<file path="src/rtl/ultrasonic_scan_scheduler_pkg.sv">
`default_nettype none
// ============================================================================
//  Module      : ultrasonic_scan_scheduler_pkg
//  Description : Shared state encoding and 50 MHz default timing constants for
//                the round-robin ultrasonic ranging scheduler.
//  Revision    : 1.0 - initial release
// ============================================================================
package ultrasonic_scan_scheduler_pkg;

    // Scheduler states; 3-bit explicit encoding
    typedef enum logic [2:0] {
        IDLE      = 3'd0,
        TRIG      = 3'd1,
        WAIT_RISE = 3'd2,
        MEASURE   = 3'd3,
        REPORT    = 3'd4,
        GUARD     = 3'd5
    } scan_state_t;

    // Default timing for a 50 MHz clock
    localparam int C_DEF_N_SENSORS      = 4;
    localparam int C_DEF_TRIG_CYCLES    = 500;        // 10 us trigger pulse
    localparam int C_DEF_CYCLES_PER_CM  = 2900;       // 58 us of echo per cm
    localparam int C_DEF_TIMEOUT_CYCLES = 1_500_000;  // 30 ms echo window
    localparam int C_DEF_GUARD_CYCLES   = 3_000_000;  // 60 ms crosstalk guard
    localparam int C_DEF_DIST_W         = 12;

    // Larger of two integers, used to size shared counters
    function automatic int max2(input int a, input int b);
        return (a > b) ? a : b;
    endfunction

endpackage
`default_nettype wire

</file>
<file path="src/rtl/ultrasonic_scan_scheduler_echo_sync.sv">
`default_nettype none
// ============================================================================
//  Module      : echo_sync
//  Description : Two-flop synchronizer for one asynchronous echo pin, with
//                registered single-cycle rise and fall pulses. An edge on the
//                pin shows up on rise/fall three clocks after the pin change.
//  Revision    : 1.0 - initial release
// ============================================================================
module echo_sync (
    input  logic clk,
    input  logic reset,
    input  logic echo_in,
    output logic rise,
    output logic fall
);

    logic meta_q;
    logic sync_q;
    logic prev_q;
    logic rise_q;
    logic rise_d;
    logic fall_q;
    logic fall_d;

    // Edge detection on the synchronized level
    always_comb begin
        rise_d = sync_q & ~prev_q;
        fall_d = ~sync_q & prev_q;
    end

    // Synchronizer chain plus registered edge pulses
    always_ff @(posedge clk or posedge reset) begin
        if (reset) begin
            meta_q <= 1'b0;
            sync_q <= 1'b0;
            prev_q <= 1'b0;
            rise_q <= 1'b0;
            fall_q <= 1'b0;
        end else begin
            meta_q <= echo_in;
            sync_q <= meta_q;
            prev_q <= sync_q;
            rise_q <= rise_d;
            fall_q <= fall_d;
        end
    end

    assign rise = rise_q;
    assign fall = fall_q;

endmodule
`default_nettype wire

</file>
<file path="src/rtl/ultrasonic_scan_scheduler.sv">
`default_nettype none
// ============================================================================
//  Module      : ultrasonic_scan_scheduler
//  Description : Round-robin scheduler for N HC-SR04-style sensors sharing one
//                echo timer. Fires one trigger at a time, times the selected
//                echo, converts it to cm and emits one tagged result per ping,
//                followed by a guard gap against acoustic crosstalk.
//  Revision    : 1.0 - initial release
// ============================================================================
module ultrasonic_scan_scheduler
    import ultrasonic_scan_scheduler_pkg::*;
#(
    parameter int N_SENSORS      = C_DEF_N_SENSORS,
    parameter int TRIG_CYCLES    = C_DEF_TRIG_CYCLES,
    parameter int CYCLES_PER_CM  = C_DEF_CYCLES_PER_CM,
    parameter int TIMEOUT_CYCLES = C_DEF_TIMEOUT_CYCLES,
    parameter int GUARD_CYCLES   = C_DEF_GUARD_CYCLES,
    parameter int DIST_W         = C_DEF_DIST_W
) (
    input  logic                         clk,
    input  logic                         reset,
    input  logic                         enable,
    input  logic [N_SENSORS-1:0]         echo_in,
    output logic [N_SENSORS-1:0]         trigger_out,
    output logic [DIST_W-1:0]            dist_cm,
    output logic [$clog2(N_SENSORS)-1:0] dist_id,
    output logic                         dist_valid,
    output logic                         dist_timeout,
    output logic                         busy
);

    localparam int IDX_W = $clog2(N_SENSORS);
    localparam int CNT_W = $clog2(max2(TRIG_CYCLES, GUARD_CYCLES) + 1);
    localparam int TMO_W = $clog2(TIMEOUT_CYCLES + 1);
    localparam int PRE_W = $clog2(CYCLES_PER_CM + 1);

    localparam logic [CNT_W-1:0] C_TRIG_LAST  = CNT_W'(TRIG_CYCLES - 1);
    localparam logic [CNT_W-1:0] C_GUARD_LAST = CNT_W'(GUARD_CYCLES - 1);
    localparam logic [TMO_W-1:0] C_TMO_LAST   = TMO_W'(TIMEOUT_CYCLES - 1);
    localparam logic [PRE_W-1:0] C_PRE_LAST   = PRE_W'(CYCLES_PER_CM - 1);
    localparam logic [IDX_W-1:0] C_LAST_IDX   = IDX_W'(N_SENSORS - 1);

    scan_state_t state_q, state_d;
    logic [IDX_W-1:0]     idx_q, idx_d;
    logic [CNT_W-1:0]     cnt_q, cnt_d;       // trigger width / guard gap
    logic [TMO_W-1:0]     tmo_q, tmo_d;       // trigger fall to echo fall
    logic [PRE_W-1:0]     pre_q, pre_d;       // cycles within current cm
    logic [DIST_W-1:0]    cm_q, cm_d;
    logic [N_SENSORS-1:0] trig_q, trig_d;
    logic [DIST_W-1:0]    dist_cm_q, dist_cm_d;
    logic [IDX_W-1:0]     dist_id_q, dist_id_d;
    logic                 dist_valid_q, dist_valid_d;
    logic                 dist_to_q, dist_to_d;
    logic                 busy_q, busy_d;

    logic                 res_load;
    logic                 res_to;
    logic [N_SENSORS-1:0] w_rise_vec;
    logic [N_SENSORS-1:0] w_fall_vec;
    logic                 w_rise;
    logic                 w_fall;

    generate
        for (genvar i = 0; i < N_SENSORS; i++) begin : g_sync
            echo_sync u_echo_sync (
                .clk     (clk),
                .reset   (reset),
                .echo_in (echo_in[i]),
                .rise    (w_rise_vec[i]),
                .fall    (w_fall_vec[i])
            );
        end
    endgenerate

    // Only the currently selected sensor's echo edges matter
    assign w_rise = w_rise_vec[idx_q];
    assign w_fall = w_fall_vec[idx_q];

    // Next-state, counter and result logic
    always_comb begin
        state_d  = state_q;
        idx_d    = idx_q;
        cnt_d    = cnt_q;
        tmo_d    = tmo_q;
        pre_d    = pre_q;
        cm_d     = cm_q;
        res_load = 1'b0;
        res_to   = 1'b0;

        case (state_q)
            IDLE: begin
                if (enable) begin
                    state_d = TRIG;
                    cnt_d   = '0;
                end
            end
            TRIG: begin
                if (cnt_q == C_TRIG_LAST) begin
                    state_d = WAIT_RISE;
                    cnt_d   = '0;
                    tmo_d   = '0;
                end else begin
                    cnt_d = cnt_q + 1'b1;
                end
            end
            WAIT_RISE: begin
                tmo_d = tmo_q + 1'b1;
                // An echo already high on entry never produces a rise here
                if (w_rise) begin
                    state_d = MEASURE;
                    pre_d   = '0;
                    cm_d    = '0;
                end else if (tmo_q >= C_TMO_LAST) begin
                    state_d  = REPORT;
                    res_load = 1'b1;
                    res_to   = 1'b1;
                end
            end
            MEASURE: begin
                tmo_d = tmo_q + 1'b1;
                // Whole centimetres only; the prescaler remainder is dropped
                if (pre_q == C_PRE_LAST) begin
                    pre_d = '0;
                    if (cm_q != '1) begin
                        cm_d = cm_q + 1'b1;
                    end
                end else begin
                    pre_d = pre_q + 1'b1;
                end
                // A fall coinciding with the limit still counts as a real echo
                if (w_fall) begin
                    state_d  = REPORT;
                    res_load = 1'b1;
                end else if (tmo_q >= C_TMO_LAST) begin
                    state_d  = REPORT;
                    res_load = 1'b1;
                    res_to   = 1'b1;
                end
            end
            REPORT: begin
                state_d = GUARD;
                cnt_d   = '0;
            end
            GUARD: begin
                if (cnt_q == C_GUARD_LAST) begin
                    cnt_d   = '0;
                    idx_d   = (idx_q == C_LAST_IDX) ? '0 : idx_q + 1'b1;
                    state_d = enable ? TRIG : IDLE;
                end else begin
                    cnt_d = cnt_q + 1'b1;
                end
            end
            default: begin
                state_d = IDLE;
            end
        endcase
    end

    // Registered outputs, computed from the upcoming state so they change cleanly
    always_comb begin
        dist_cm_d    = dist_cm_q;
        dist_id_d    = dist_id_q;
        dist_to_d    = dist_to_q;
        dist_valid_d = res_load;
        if (res_load) begin
            dist_cm_d = res_to ? '1 : cm_d;
            dist_id_d = idx_q;
            dist_to_d = res_to;
        end
        busy_d = (state_d != IDLE);
        trig_d = '0;
        if (state_d == TRIG) begin
            trig_d[idx_d] = 1'b1;
        end
    end

    // State and datapath registers; reset drops the trigger immediately
    always_ff @(posedge clk or posedge reset) begin
        if (reset) begin
            state_q      <= IDLE;
            idx_q        <= '0;
            cnt_q        <= '0;
            tmo_q        <= '0;
            pre_q        <= '0;
            cm_q         <= '0;
            trig_q       <= '0;
            dist_cm_q    <= '0;
            dist_id_q    <= '0;
            dist_valid_q <= 1'b0;
            dist_to_q    <= 1'b0;
            busy_q       <= 1'b0;
        end else begin
            state_q      <= state_d;
            idx_q        <= idx_d;
            cnt_q        <= cnt_d;
            tmo_q        <= tmo_d;
            pre_q        <= pre_d;
            cm_q         <= cm_d;
            trig_q       <= trig_d;
            dist_cm_q    <= dist_cm_d;
            dist_id_q    <= dist_id_d;
            dist_valid_q <= dist_valid_d;
            dist_to_q    <= dist_to_d;
            busy_q       <= busy_d;
        end
    end

    assign trigger_out  = trig_q;
    assign dist_cm      = dist_cm_q;
    assign dist_id      = dist_id_q;
    assign dist_valid   = dist_valid_q;
    assign dist_timeout = dist_to_q;
    assign busy         = busy_q;

endmodule
`default_nettype wire
</file>
<file path="config.mk">
export PLATFORM = sky130hd
export DESIGN_NAME = ultrasonic_scan_scheduler
export DESIGN_NICKNAME = d
export VERILOG_FILES = /design/src/rtl/ultrasonic_scan_scheduler_pkg.sv /design/src/rtl/ultrasonic_scan_scheduler_echo_sync.sv /design/src/rtl/ultrasonic_scan_scheduler.sv
export SDC_FILE = /design/constraint.sdc
export NUM_CORES = 1
export LEC_CHECK = 0
export ABC_AREA = 1
export CAP_MARGIN = 20
export CORE_MARGIN = 4
export CORE_UTILIZATION = 55
export CTS_CLUSTER_SIZE = 40
export DETAILED_ROUTE_END_ITERATION = 10
export GPL_TIMING_DRIVEN = 0
export MAX_ROUTING_LAYER = met4
export PLACE_DENSITY = 0.77
export SETUP_SLACK_MARGIN = 0.1
export SLEW_MARGIN = 5
export SYNTH_ARGS = -nofsm -noshare
export SYNTH_HDL_FRONTEND = slang
export SYNTH_SLANG_ARGS = --single-unit
</file>
<file path="constraint.sdc">
create_clock -name clk -period 5.2 [get_ports clk]
set_input_delay 0.78 -clock clk [delete_from_list [all_inputs] [get_ports clk]]
set_output_delay 0.78 -clock clk [all_outputs]
set_load 0.05 [all_outputs]
</file>
[Word-level counts from Yosys, hierarchy flattened]
Index checks and enable logic that the tools add are counted.
Word-level totals
  output and inout port bits: 21
  latch bits: 0
  input bits: 7
  bits in read-only memories: 0
  memories kept: 0
  logic and storage cells: 119
  bits in writable memories: 0
  bits in registers: 113
Operators by class
  magnitude comparators: 4
  reductions and logical operators: 10
  add/sub/neg operators: 5
  $mul: 0
  eq/ne operators: 14
  multiplexer cells: 38
  shift operators: 0
  bitwise operators: 16
  divide/modulo/power cells: 0
Operators with widths (number)
  22-bit one-hot mux with 4 select lines: 1
  12-bit two-way mux: 6
  22-bit two-way mux: 3
  12-bit one-hot mux with 2 select lines: 2
  21-bit one-hot mux with 2 select lines: 1
  12-bit by 1-bit adder with 12-bit output (second input constant): 2
  22-bit by 1-bit adder with 22-bit output (second input constant): 1
  22-bit equality test (second input constant): 1
  22-bit by 9-bit equality test with 1-bit output (second input constant): 1
  21-bit by 1-bit adder with 21-bit output (second input constant): 1
  21-bit greater-or-equal comparator (second input constant): 1
  21-bit two-way mux: 1
  3-bit two-way mux: 6
  3-bit one-hot mux with 6 select lines: 1
  12-bit equality test (second input constant): 1
  12-bit inequality test (second input constant): 1
  1-bit AND: 8
  1-bit two-way mux: 8
  1-bit NOT: 8
  3-bit by 1-bit equality test with 1-bit output (second input constant): 2
  3-bit by 2-bit equality test with 1-bit output (second input constant): 2
  3-bit equality test (second input constant): 2
  2-bit by 3-bit less-than comparator with 1-bit output (second input constant): 2
  2-bit two-way mux: 3
  15 further kinds: 22

[Depth between registers and ports, before layout]
Gate-level depths: netlist of run 1.
  depth in word-level cells: 9
  depth in mapped cells: 13
  gate-level depth less buffers: 13

[Modules after synthesis]
From an unflattened synthesis of run 1, not the netlist that was laid out.
Second synthesis, totals
  cells, all modules: 780
  area, all modules: 6020.8 um^2
By module, submodules not included
  ultrasonic_scan_scheduler: seq. area each 2327.2 um^2, cells an instance 740, area each 5445.2 um^2, times used 1
  echo_sync: seq. area each 125.1 um^2, cells an instance 10, area each 143.9 um^2, times used 4

[Worst setup path before layout of run 1]
No wires, ideal clock.
  kind: input to register
  start: input enable
  end: register cnt_q[15]
  required time: 5082 ps
  cell stages on the path: 8
  buffers on the path: 0
  setup time: 118 ps
  slack: 3398 ps
  data arrival time: 1684 ps
  cell sequence: inv_1 -> a31oi_4 -> nand4_2 -> inv_2 -> and3_1 -> nand2_1 -> nand2_1 -> nor2_1
On the way
  longest elaborated chain between the ends: 2
Ends and longest elaborated chain
  start, declared: line ultrasonic_scan_scheduler.sv:22  | input logic enable,
  2-bit inequality test (no line)
  2-bit AND reduction (no line)
  end signal, assigned: line ultrasonic_scan_scheduler.sv:195  | cnt_q <= cnt_d;
  end, declared: line ultrasonic_scan_scheduler.sv:45  | logic [CNT_W-1:0] cnt_q, cnt_d;
No other way between the ends.
A chain may end at the register's enable or synchronous reset.

[Worst setup path in the final report of run 1]
  start: register dist_cm_q[8], in the netlist dist_cm[8]
  end: output dist_cm[8]
RTL lines
  start, declared: line ultrasonic_scan_scheduler.sv:50  | logic [DIST_W-1:0] dist_cm_q, dist_cm_d;
  start signal, assigned: line ultrasonic_scan_scheduler.sv:200  | dist_cm_q <= dist_cm_d;
  end, declared: line ultrasonic_scan_scheduler.sv:25  | output logic [DIST_W-1:0] dist_cm,
No word-level cell between the ends.

==> run summary, run 1 <==
SETUP PATH
---------------------------------------------------------------------------------
Cell with the largest stage delay on the worst path                  sky130_fd_sc_hd__clkdlybuf4s50_1
Stages on the worst setup path                                                  1
Reg2Reg Capture Point                                                    cnt_q[5]
Start of the worst register-to-register path                             cnt_q[0]
Worst path cell trace                                                clkdlybuf4s50_1
Register-to-Register Setup Slack                                          2.99 ns
Req. time, crit path                                                      4.42 ns
Worst Setup End Kind                                                 primary output
Type of the setup path with the least slack                            reg -> out
Crit path DAT                                                             1.73 ns
Depth of the worst register-to-register path                                   11
Maximum single-stage delay on the critical path                           0.82 ns
Max FO, Critical Path                                                           2
Number of buffer and inverter instances along the worst setup path              1
Top Family by Delay on Critical Path                                 buffers and inverters
Kind of launch point of the worst setup path                             register

FLOORPLANNING
---------------------------------------------------------------------------------
Number of placement rows                                                       37
Floorplan core area                                                    0.0105 mm²
Width of the die                                                           112 µm
I/O pin count                                                                  28
Initial standard-cell utilization of the core                               57.0%
Total Die Area                                                         0.0126 mm²
Die H                                                                      112 µm

SYNTHESIS
---------------------------------------------------------------------------------
Cell area after synthesis                                             0.00596 mm²
Portion of netlist area occupied by mux cells                                  0%
Share of Yosys cell area claimed by the top area cell type                  47.4%
Largest family of logic cells by synthesized area                    simple AND/OR/NAND/NOR gates
Fraction of registers with async set/reset                                   100%
Number of register bits inferred by synthesis                                 113
Adder-cell area share of the yosys netlist                                  1.05%
Most used flip-flop cell after synthesis                             sky130_fd_sc_hd__dfrtp_1
Count of flip-flops with a built-in enable after synthesis                      0
Cell taking the most area after synthesis                            sky130_fd_sc_hd__dfrtp_1
Area fraction in and, or, nand and nor cells after synthesis                30.1%
Sequential fraction of the synthesis area                                   47.4%
Yosys warnings                                                                  0
Avg Inst Size Synth                                                      7.81 µm²
Synth area leaders                                                   sky130_fd_sc_hd__dfrtp_1, sky130_fd_sc_hd__nand2_1, sky130_fd_sc_hd__inv_1
Number of distinct library cells after synthesis                               42
Compound-cell area share of the yosys netlist                               9.28%
Gate count of the mapped netlist                                              763
Xor/xnor share of the synthesized area                                      3.38%
Number of nets produced by synthesis                                          775

CLOCK NETWORK
---------------------------------------------------------------------------------
H-tree depth                                                                    4
Max clock buf depth                                                             2
Clock-pin transition on the worst setup and hold timing paths             0.06 ns
CTS tree                                                                    built
Resized Gates After CTS                                                         0
# clock sinks                                                                 113
Number of post-CTS setup repair buffers                                         0
Skew-Pair Late Insertion Delay                                            0.54 ns
Quantity of hold-fixing buffers added after cts                                 0
CTS root buffer                                                      sky130_fd_sc_hd__clkbuf_8
CTS buffer count                                                               17

CELLS AND AREA
---------------------------------------------------------------------------------
Design Area, Final                                                    0.00703 mm²
Number of nets in the final layout                                            822
Number of diodes added for antenna fixing                                       0
Count of fill cells added during filler insertion                             872
Layout cells sized above 1                                                  8.76%
Final core area utilization                                                 67.2%
Number of non-filler instances in the completed layout                        958
Area growth, synth to finish                                                17.9%

GRT
---------------------------------------------------------------------------------
Vias in the first global route                                              5,320
Gr usage total                                                              24.1%
Initial antenna violation count                                                 0
First-pass GRT wire length                                              24,200 µm
Largest net degree at the start of global routing                              87
GR Overflow Total                                                               0

PLACE
---------------------------------------------------------------------------------
Worst slack at placement                                                  2.59 ns
# port buffers                                                                 27
Placed inst area                                                      0.00643 mm²
Final weighted congestion in routability-driven placement                   0.913
Placed Instances                                                              927
Post-detailed-placement half-perimeter wirelength                         9700 µm

STA
---------------------------------------------------------------------------------
Minimum clock period after layout                                         2.51 ns
Top achievable clock speed                                              0.398 GHz
Unrepaired setup endpoints after global routing                                no
Final Max Tran Viols                                                            0
Worst Hold Slack                                                         0.350 ns
Post-route fraction of the period consumed by the critical path             48.3%
Sum of negative setup slack                                                  0 ns
Worst clock skew                                                        0.0105 ns
Setup-violating endpoint count in the final report                              0
Final setup margin                                                        2.69 ns
Slew at the pin with the worst max-slew slack                            0.674 ns
Worst rel slew slack                                                        54.8%
Hold Fails Final Rpt                                                            0

DRT
---------------------------------------------------------------------------------
Number of iterations in the first detailed-routing pass                         5
Final ANT Viol Nets                                                             0
DRC violations left                                                             0
Iter 0 DRT Violations                                                         495
Detail-routed via count per cell                                             5.53
Avg WL per Cell                                                           14.5 µm
Aggregate routed wire length                                            13,900 µm
Number of vias after detailed routing                                       5,300

PWR
---------------------------------------------------------------------------------
Cell Pwr Density                                                       298 mW/mm²
Peak VDD IR                                                              0.283 mV
Leakage Power                                                             3.40 nW
Post-layout total power                                                   2.09 mW

WORST HOLD PATH
---------------------------------------------------------------------------------
Start point of the worst hold path                                   g_sync[1].u_echo_sync.meta_q
Hold Path Sink                                                       g_sync[1].u_echo_sync.sync_q
Min-Delay Path Depth                                                            0
Hold WC Path Type                                                      reg -> reg

OUTCOME
---------------------------------------------------------------------------------
Outcome                                                              complete, no violations

FLOW RUN
---------------------------------------------------------------------------------
Max_cap viols                                                                   0

==> cells in the mapped netlist, types with 9 or more instances <==
library cell              count
sky130_fd_sc_hd__nand2_1    157
sky130_fd_sc_hd__dfrtp_1    113
sky130_fd_sc_hd__inv_1      113
sky130_fd_sc_hd__nor2_1      96
sky130_fd_sc_hd__nand3_1     65
sky130_fd_sc_hd__o21ai_0     31
sky130_fd_sc_hd__nor3_1      27
sky130_fd_sc_hd__o21ai_1     18
sky130_fd_sc_hd__xor2_1      18
sky130_fd_sc_hd__nand4_1     17
sky130_fd_sc_hd__a21oi_1     16
sky130_fd_sc_hd__inv_2       10
sky130_fd_sc_hd__o22ai_1     10
sky130_fd_sc_hd__nor4_1       9
==> cell type report <==
cell class | instances | area, µm² | area share (%)
flip-flops and latches | 113 | 2830 | 40.2
multi-input cells | 515 | 2610 | 37.1
inverters | 127 | 487 | 6.92
clock buffers | 17 | 414 | 5.89
repair buffers | 28 | 298 | 4.24
clock inverters | 14 | 180 | 2.56
well taps | 136 | 170 | 2.42
plain buffers | 8 | 42.5 | 0.605
==> logic make-up after synthesis <==
group,Yosys count
AO/OA/AOI/OAI,93
adder cells (fa/ha/maj),5
AND/OR/NAND/NOR,394
flip-flops,113
buffers and inverters,135
XOR/XNOR,23
==> flip-flops by register name, indices dropped and copies added, names as in the netlist <==
register                   cells
idx_q                          2
g_sync.u_echo_sync.rise        4
dist_cm                       12
pre_q                         12
cnt_q                         22
trigger_out                    4
tmo_q                         21
dist_id                        2
g_sync.u_echo_sync.sync_q      4
g_sync.u_echo_sync.fall        4
busy                           1
dist_valid                     1
cm_q                          12
state_q                        3
dist_timeout                   1
g_sync.u_echo_sync.prev_q      4
g_sync.u_echo_sync.meta_q      4
==> layer usage <==
metal  track usage [%]  up-vias  share of wire (%)
met3              6.25       27                5.7
met4              8.41        0                1.8
met2              38.8      174                 49
li1                  -     2573                  -
met1              29.6     2526                 44
met5                 -        -                  0
==> worst max-delay path by stage <==
stage | startpoint | endpoint | slack, ns
2_1_floorplan | reset | busy | 1.43
3_3_place_gp | reset | dist_id[0] | -0.12
3_5_place_dp | enable | cnt_q[14] | 2.59
4_1_cts | dist_cm[11] | dist_cm[11] | 2.67
5_1_grt | dist_cm[5] | dist_cm[5] | 2.65
6_report | dist_cm[8] | dist_cm[8] | 2.69
==> power by group <==
group | internal (mW) | total (mW) | switching (mW)
sequential | 0.888 | 0.891 | 0.00339
clock | 0.735 | 1.17 | 0.436
combinational | 0.00826 | 0.0299 | 0.0217
total | 1.63 | 2.09 | 0.461
==> layout by cell type, fill, tap and decap left out, types with 17 or more instances in the layout <==
cell type,Yosys,routed
sky130_fd_sc_hd__clkdlybuf4s50_1,0,27
sky130_fd_sc_hd__dfrtp_1,113,113
sky130_fd_sc_hd__inv_1,113,112
sky130_fd_sc_hd__nand2_1,157,157
sky130_fd_sc_hd__nand3_1,65,65
sky130_fd_sc_hd__nand4_1,17,17
sky130_fd_sc_hd__nor2_1,96,96
sky130_fd_sc_hd__nor3_1,27,27
sky130_fd_sc_hd__o21ai_0,31,31
sky130_fd_sc_hd__o21ai_1,18,18
sky130_fd_sc_hd__xor2_1,18,18
(Power assumes the default switching activity.)
==> inputs of run 2 (changes only) <==
--- a/config.mk
+++ b/config.mk
@@ -13,7 +13,7 @@
 export DETAILED_ROUTE_END_ITERATION = 10
 export GPL_TIMING_DRIVEN = 0
 export MAX_ROUTING_LAYER = met4
-export PLACE_DENSITY = 0.77
+export PLACE_DENSITY = 0.8
 export SETUP_SLACK_MARGIN = 0.1
 export SLEW_MARGIN = 5
 export SYNTH_ARGS = -nofsm -noshare
==> constraint.sdc (replaced) <==
create_clock -name clk -period 2.26 [get_ports clk]
set_input_delay 0.339 -clock clk [delete_from_list [all_inputs] [get_ports clk]]
set_output_delay 0.339 -clock clk [all_outputs]
set_load 0.05 [all_outputs]
==> run summary, run 2 (synthesized netlist as in run 1, its figures left out) <==
SETUP PATH
---------------------------------------------------------------------------------
Worst Setup End Kind                                                 primary output
Number of buffer and inverter instances along the worst setup path              1
Maximum single-stage delay on the critical path                           0.82 ns
Cell with the largest stage delay on the worst path                  sky130_fd_sc_hd__clkdlybuf4s50_1
Kind of launch point of the worst setup path                             register
Top Family by Delay on Critical Path                                 buffers and inverters
Depth of the worst register-to-register path                                   11
Worst path cell trace                                                clkdlybuf4s50_1
Max FO, Critical Path                                                           2
Reg2Reg Capture Point                                                    cnt_q[5]
Type of the setup path with the least slack                            reg -> out
Req. time, crit path                                                      1.92 ns
Crit path DAT                                                             1.71 ns
Register-to-Register Setup Slack                                          0.24 ns
Start of the worst register-to-register path                             cnt_q[0]

PLACE
---------------------------------------------------------------------------------
Final weighted congestion in routability-driven placement                   0.943
Worst slack at placement                                                0.0544 ns
# port buffers                                                                 27
Post-detailed-placement half-perimeter wirelength                         9740 µm

STA
---------------------------------------------------------------------------------
Setup-violating endpoint count in the final report                              0
Hold Fails Final Rpt                                                            0
Slew at the pin with the worst max-slew slack                            0.783 ns
Worst clock skew                                                       0.00695 ns
Final Max Tran Viols                                                            0
Top achievable clock speed                                              0.487 GHz
Minimum clock period after layout                                         2.05 ns
Unrepaired setup endpoints after global routing                                no
Sum of negative setup slack                                                  0 ns
Worst rel slew slack                                                        47.5%
Final setup margin                                                       0.208 ns
Post-route fraction of the period consumed by the critical path             90.8%

FLOORPLANNING
---------------------------------------------------------------------------------
Initial standard-cell utilization of the core                               57.0%
Die H                                                                      112 µm
Total Die Area                                                         0.0126 mm²
I/O pin count                                                                  28
Floorplan core area                                                    0.0105 mm²
Number of placement rows                                                       37
Width of the die                                                           112 µm

OUTCOME
---------------------------------------------------------------------------------
Outcome                                                              complete, no violations

GRT
---------------------------------------------------------------------------------
GR Overflow Total                                                               0
Most congested layer reported by global routing                              met2
Vias in the first global route                                              5,210
Gr usage total                                                              23.5%
Met1 usage                                                                  28.6%
Met2 Track Usage GR                                                         37.8%
Met3 global-route usage                                                     5.71%
Initial antenna violation count                                                 0
First-pass GRT wire length                                              23,600 µm
Largest net degree at the start of global routing                              39

CLOCK NETWORK
---------------------------------------------------------------------------------
# clock sinks                                                                 113
Clock-pin transition on the worst setup and hold timing paths             0.06 ns
CTS tree                                                                    built
CTS buffer count                                                               17
Skew-Pair Late Insertion Delay                                            0.52 ns
Max clock buf depth                                                             2
CTS root buffer                                                      sky130_fd_sc_hd__clkbuf_8
H-tree depth                                                                    4
Quantity of hold-fixing buffers added after cts                                 0

FLOW RUN
---------------------------------------------------------------------------------
Max_cap viols                                                                   0

DRT
---------------------------------------------------------------------------------
Iter 0 DRT Violations                                                         527
Avg WL per Cell                                                           14.3 µm
DRC violations left                                                             0
Aggregate routed wire length                                            13,800 µm
Final ANT Viol Nets                                                             0
Number of iterations in the first detailed-routing pass                         5
Number of vias after detailed routing                                       5,327
Detail-routed via count per cell                                             5.51

CELLS AND AREA
---------------------------------------------------------------------------------
Layout cells sized above 1                                                  11.0%
Number of nets in the final layout                                            829
Area growth, synth to finish                                                19.5%
Number of diodes added for antenna fixing                                       0
Flip-flop count of the largest register after layout                           22
Leading cell type in the layout, fill and taps excluded              sky130_fd_sc_hd__nand2_1
Register name with the most flops                                           cnt_q
Largest registers                                                    cnt_q: 22 flops, tmo_q: 21 flops
Leading cell types in the layout, fill and taps excluded             sky130_fd_sc_hd__nand2_1, sky130_fd_sc_hd__inv_1, sky130_fd_sc_hd__dfrtp_1
Count of fill cells added during filler insertion                             834

PWR
---------------------------------------------------------------------------------
Leakage Power                                                             3.44 nW
Peak VDD IR                                                              0.732 mV
Cell Pwr Density                                                       662 mW/mm²

WORST HOLD PATH
---------------------------------------------------------------------------------
Hold WC Path Type                                                     in -> async

-- run 2: how the worst max path moves through the flow --
stage / start / to / slack, ns / cells after the start
after floorplan: tmo_q[0] / busy / 0.46 / 13
after global placement: reset / g_sync[3].u_echo_sync.meta_q / -0.51 / 2
after detailed placement: cnt_q[0] / tmo_q[7] / 0.05 / 11
after CTS: tmo_q[0] / trigger_out[0] / 0.10 / 12
after global routing: cnt_q[0] / trigger_out[0] / 0.09 / 11
final: dist_timeout / dist_timeout / 0.21 / 1
-- run 2: area by class of cell --
class,count,area [µm²],area share (%)
repair buffers,35,368,5.17
flip-flops and latches,113,2830,39.7
multi-input cells,515,2650,37.1
clock inverters,15,163,2.28
plain buffers,8,47.5,0.668
clock buffers,17,414,5.82
well taps,136,170,2.39
inverters,127,485,6.82
-- run 2: timing repair --
item | CTS | global route
hold endpoints to repair | 0 | 0
resized for setup | 2 | 14
endpoints found under the setup margin | 20 | 54
pin swaps | 0 | 3
buffers inserted | 0 | 5
-- run 2: power by group --
group          switching [mW]  internal [mW]  leakage [nW]
clock                    1.08           1.51         0.280
combinational          0.0517         0.0245          1.68
sequential            0.00774           2.04          1.48
-- run 2: metrics by stage --
step	cells	total power [mW]	instance area, µm²	hold WS, ns	utilization (%)
2_1_floorplan	763	2.12	5970	0.331	-
3_3_place_gp	926	2.15	6410	0.339	61.2
3_5_place_dp	929	2.16	6470	0.338	61.8
4_1_cts	961	4.75	7050	0.133	67.4
5_1_grt	966	4.87	7120	0.160	68.1
6_report	966	4.72	7120	0.135	68.1
-- run 2: layer usage --
| metal | up-vias | wire (µm) |
|---|---|---|
| li1 | 2605 | - |
| met1 | 2506 | 6110 |
| met2 | 175 | 6610 |
| met3 | 41 | 746 |
| met4 | 0 | 328 |
| met5 | - | 0 |
==> inputs of run 3 (changes only) <==
--- a/config.mk
+++ b/config.mk
@@ -8,12 +8,13 @@
 export ABC_AREA = 1
 export CAP_MARGIN = 20
 export CORE_MARGIN = 4
-export CORE_UTILIZATION = 55
+export CORE_UTILIZATION = 45
 export CTS_CLUSTER_SIZE = 40
 export DETAILED_ROUTE_END_ITERATION = 10
+export DONT_BUFFER_PORTS = 1
 export GPL_TIMING_DRIVEN = 0
 export MAX_ROUTING_LAYER = met4
-export PLACE_DENSITY = 0.8
+export PLACE_DENSITY = 0.65
 export SETUP_SLACK_MARGIN = 0.1
 export SLEW_MARGIN = 5
 export SYNTH_ARGS = -nofsm -noshare
==> run summary, run 3 (synthesized netlist as in run 1, its figures left out) <==
CELLS AND AREA
---------------------------------------------------------------------------------
Design Area, Final                                                    0.00695 mm²
Number of nets in the final layout                                            804
Layout cells sized above 1                                                  10.9%
Area growth, synth to finish                                                16.6%
Largest registers                                                    cnt_q: 22 flops, tmo_q: 21 flops
Leading cell types in the layout, fill and taps excluded             sky130_fd_sc_hd__nand2_1, sky130_fd_sc_hd__inv_1, sky130_fd_sc_hd__dfrtp_1
Register name with the most flops                                           cnt_q
Flip-flop count of the largest register after layout                           22
Leading cell type in the layout, fill and taps excluded              sky130_fd_sc_hd__nand2_1
Number of non-filler instances in the completed layout                        977
Number of diodes added for antenna fixing                                       0
Final core area utilization                                                 54.4%

SETUP PATH
---------------------------------------------------------------------------------
Req. time, crit path                                                      2.55 ns
Reg2Reg Capture Point                                                    cnt_q[5]
Type of the setup path with the least slack                            reg -> reg
Top Family by Delay on Critical Path                                 simple AND/OR/NAND/NOR gates
Stages on the worst setup path                                                 11
Number of buffer and inverter instances along the worst setup path              2
Worst Setup End Kind                                                     register
Maximum single-stage delay on the critical path                           0.40 ns
Depth of the worst register-to-register path                                   11
Most common cell on crit path                                        sky130_fd_sc_hd__nand2_1
Worst path cell trace                                                ha_1 > nand2_1 > inv_1 > nand2_1 > nor2_1 > nand3_1 > nand2_1 > nand2_1 > nor2_4 > clkbuf_4 > nor3_1
Crit path DAT                                                             2.28 ns
Start of the worst register-to-register path                             cnt_q[0]
Kind of launch point of the worst setup path                             register
Cell with the largest stage delay on the worst path                  sky130_fd_sc_hd__dfrtp_1
Crit path from                                                           cnt_q[0]
Crit path to                                                             cnt_q[5]
Max FO, Critical Path                                                          10
Register-to-Register Setup Slack                                          0.27 ns

STA
---------------------------------------------------------------------------------
Final Max Tran Viols                                                            0
Minimum clock period after layout                                         1.99 ns
Worst clock skew                                                        0.0121 ns
Worst rel slew slack                                                        48.4%
Unrepaired setup endpoints after global routing                               yes
Post-route fraction of the period consumed by the critical path             88.0%
Setup-violating endpoint count in the final report                              0
Top achievable clock speed                                              0.503 GHz
Slew at the pin with the worst max-slew slack                            0.769 ns
Hold Fails Final Rpt                                                            0
Final setup margin                                                       0.270 ns

PWR
---------------------------------------------------------------------------------
Switching fraction of total power                                           21.8%
Internal cell power                                                       3.70 mW
Leakage Power                                                             3.34 nW
P_sw                                                                      1.03 mW
Sequential share of power                                                   43.3%
Fraction of power consumed by combinational cells                            1.5%
Clock share of power                                                        55.2%
Cell Pwr Density                                                       681 mW/mm²
Peak VDD IR                                                              0.632 mV

PLACE
---------------------------------------------------------------------------------
Worst slack at placement                                                0.0583 ns
Post-detailed-placement half-perimeter wirelength                         9720 µm
Final weighted congestion in routability-driven placement                   0.977
# port buffers                                                                  0
Placed inst area                                                      0.00624 mm²
Placed Instances                                                              938

GRT
---------------------------------------------------------------------------------
First-pass GRT wire length                                              23,300 µm
GR Overflow Total                                                               0
Largest net degree at the start of global routing                              37
Gr usage total                                                              20.0%
Vias in the first global route                                              5,048
Initial antenna violation count                                                 0

DRT
---------------------------------------------------------------------------------
Avg WL per Cell                                                           13.8 µm
Aggregate routed wire length                                            13,500 µm
Number of iterations in the first detailed-routing pass                         6
Detail-routed via count per cell                                             5.31
Number of vias after detailed routing                                       5,184
Iter 0 DRT Violations                                                         499
Final ANT Viol Nets                                                             0
DRC violations left                                                             0

FLOORPLANNING
---------------------------------------------------------------------------------
Number of placement rows                                                       41
Die H                                                                      123 µm
Floorplan core area                                                    0.0128 mm²
Total Die Area                                                         0.0152 mm²
I/O pin count                                                                  28
Width of the die                                                           123 µm
Initial standard-cell utilization of the core                               46.7%

OUTCOME
---------------------------------------------------------------------------------
Outcome                                                              complete, no violations

CLOCK NETWORK
---------------------------------------------------------------------------------
Max clock buf depth                                                             2
Clock-pin transition on the worst setup and hold timing paths             0.06 ns
CTS tree                                                                    built
CTS root buffer                                                      sky130_fd_sc_hd__clkbuf_16
Skew-Pair Late Insertion Delay                                            0.41 ns
CTS buffer count                                                               17
# clock sinks                                                                 113
H-tree depth                                                                    4

WORST HOLD PATH
---------------------------------------------------------------------------------
Hold WC Path Type                                                       in -> reg

FLOW RUN
---------------------------------------------------------------------------------
Max_cap viols                                                                   0

## run 3: changes by cell type in the layout (fill, tap and decap cells not counted), moves of 2 or more
cell	before	now
sky130_fd_sc_hd__clkbuf_1	1	3
sky130_fd_sc_hd__clkinvlp_4	3	5
sky130_fd_sc_hd__buf_4	5	1
sky130_fd_sc_hd__dlygate4sd3_1	0	5
sky130_fd_sc_hd__inv_8	5	0
sky130_fd_sc_hd__clkdlybuf4s50_1	27	0
## run 3: power groups by stage
stage / registers (mW) / clock network (mW) / logic (mW)
after floorplan: 2.08 / 0 / 0.0405
after global placement: 2.09 / 0 / 0.0539
after CTS: 2.05 / 2.67 / 0.0754
after global routing: 2.05 / 2.76 / 0.0843
after detailed placement: 2.09 / 0 / 0.0682
final: 2.05 / 2.61 / 0.0719
## run 3: worst reg2reg max path, cell delays in order (launching register included)
cell and delay [ns]:
sky130_fd_sc_hd__dfrtp_1 0.40, sky130_fd_sc_hd__ha_1 0.25, sky130_fd_sc_hd__nand2_1 0.10, sky130_fd_sc_hd__inv_1 0.08, sky130_fd_sc_hd__nand2_1 0.05, sky130_fd_sc_hd__nor2_1 0.15
sky130_fd_sc_hd__nand3_1 0.12, sky130_fd_sc_hd__nand2_1 0.08, sky130_fd_sc_hd__nand2_1 0.14, sky130_fd_sc_hd__nor2_4 0.20, sky130_fd_sc_hd__clkbuf_4 0.24, sky130_fd_sc_hd__nor3_1 0.08
## run 3: layout make-up
type                       instances  area, µm²
buffer                             8       46.3
clock inverter                    14        156
inverter                         127        488
timing repair buffer              10        123
tap                              172        215
fill                            1189       5820
multi-input combinational        515       2670
clock buffer                      18        429
sequential                       113       2830
## run 3: how the worst min path moves through the flow
stage                                         to                    startpoint  slack (ns)  cells past startpoint
floorplan           g_sync[0].u_echo_sync.sync_q  g_sync[0].u_echo_sync.meta_q        0.33                      0
global placement    g_sync[1].u_echo_sync.sync_q  g_sync[1].u_echo_sync.meta_q        0.34                      0
global route                            cnt_q[4]                        enable        0.31                      3
CTS                                     cnt_q[4]                        enable        0.26                      3
finish                                  cnt_q[4]                        enable        0.28                      3
detailed placement                     tmo_q[17]                         reset        0.26                      1
## run 3: through the flow
| step | total power [mW] | hold WS [ns] | TNS (ns) |
|---|---|---|---|
| floorplan | 2.12 | 0.331 | 0 |
| global placement | 2.14 | 0.340 | -6.50 |
| detailed placement | 2.15 | 0.261 | 0 |
| CTS | 4.80 | 0.261 | 0 |
| global route | 4.90 | 0.309 | 0 |
| finish | 4.73 | 0.278 | 0 |
## run 3: per-layer routing
layer	wire length [µm]	GRT usage (%)
met1	6390	26.2
met5	0	-
met3	671	5.31
met2	6220	29.8
met4	231	7.75
## run 3: timing repair
item / CTS / global route
pin swaps: 0 / 2
cloned: 0 / 1
hold buffers: 5 / 0
hold endpoints to repair: 23 / 0
gates resized for setup: 2 / 18
endpoints found under the setup margin: 12 / 60
setup buffers: 0 / 1
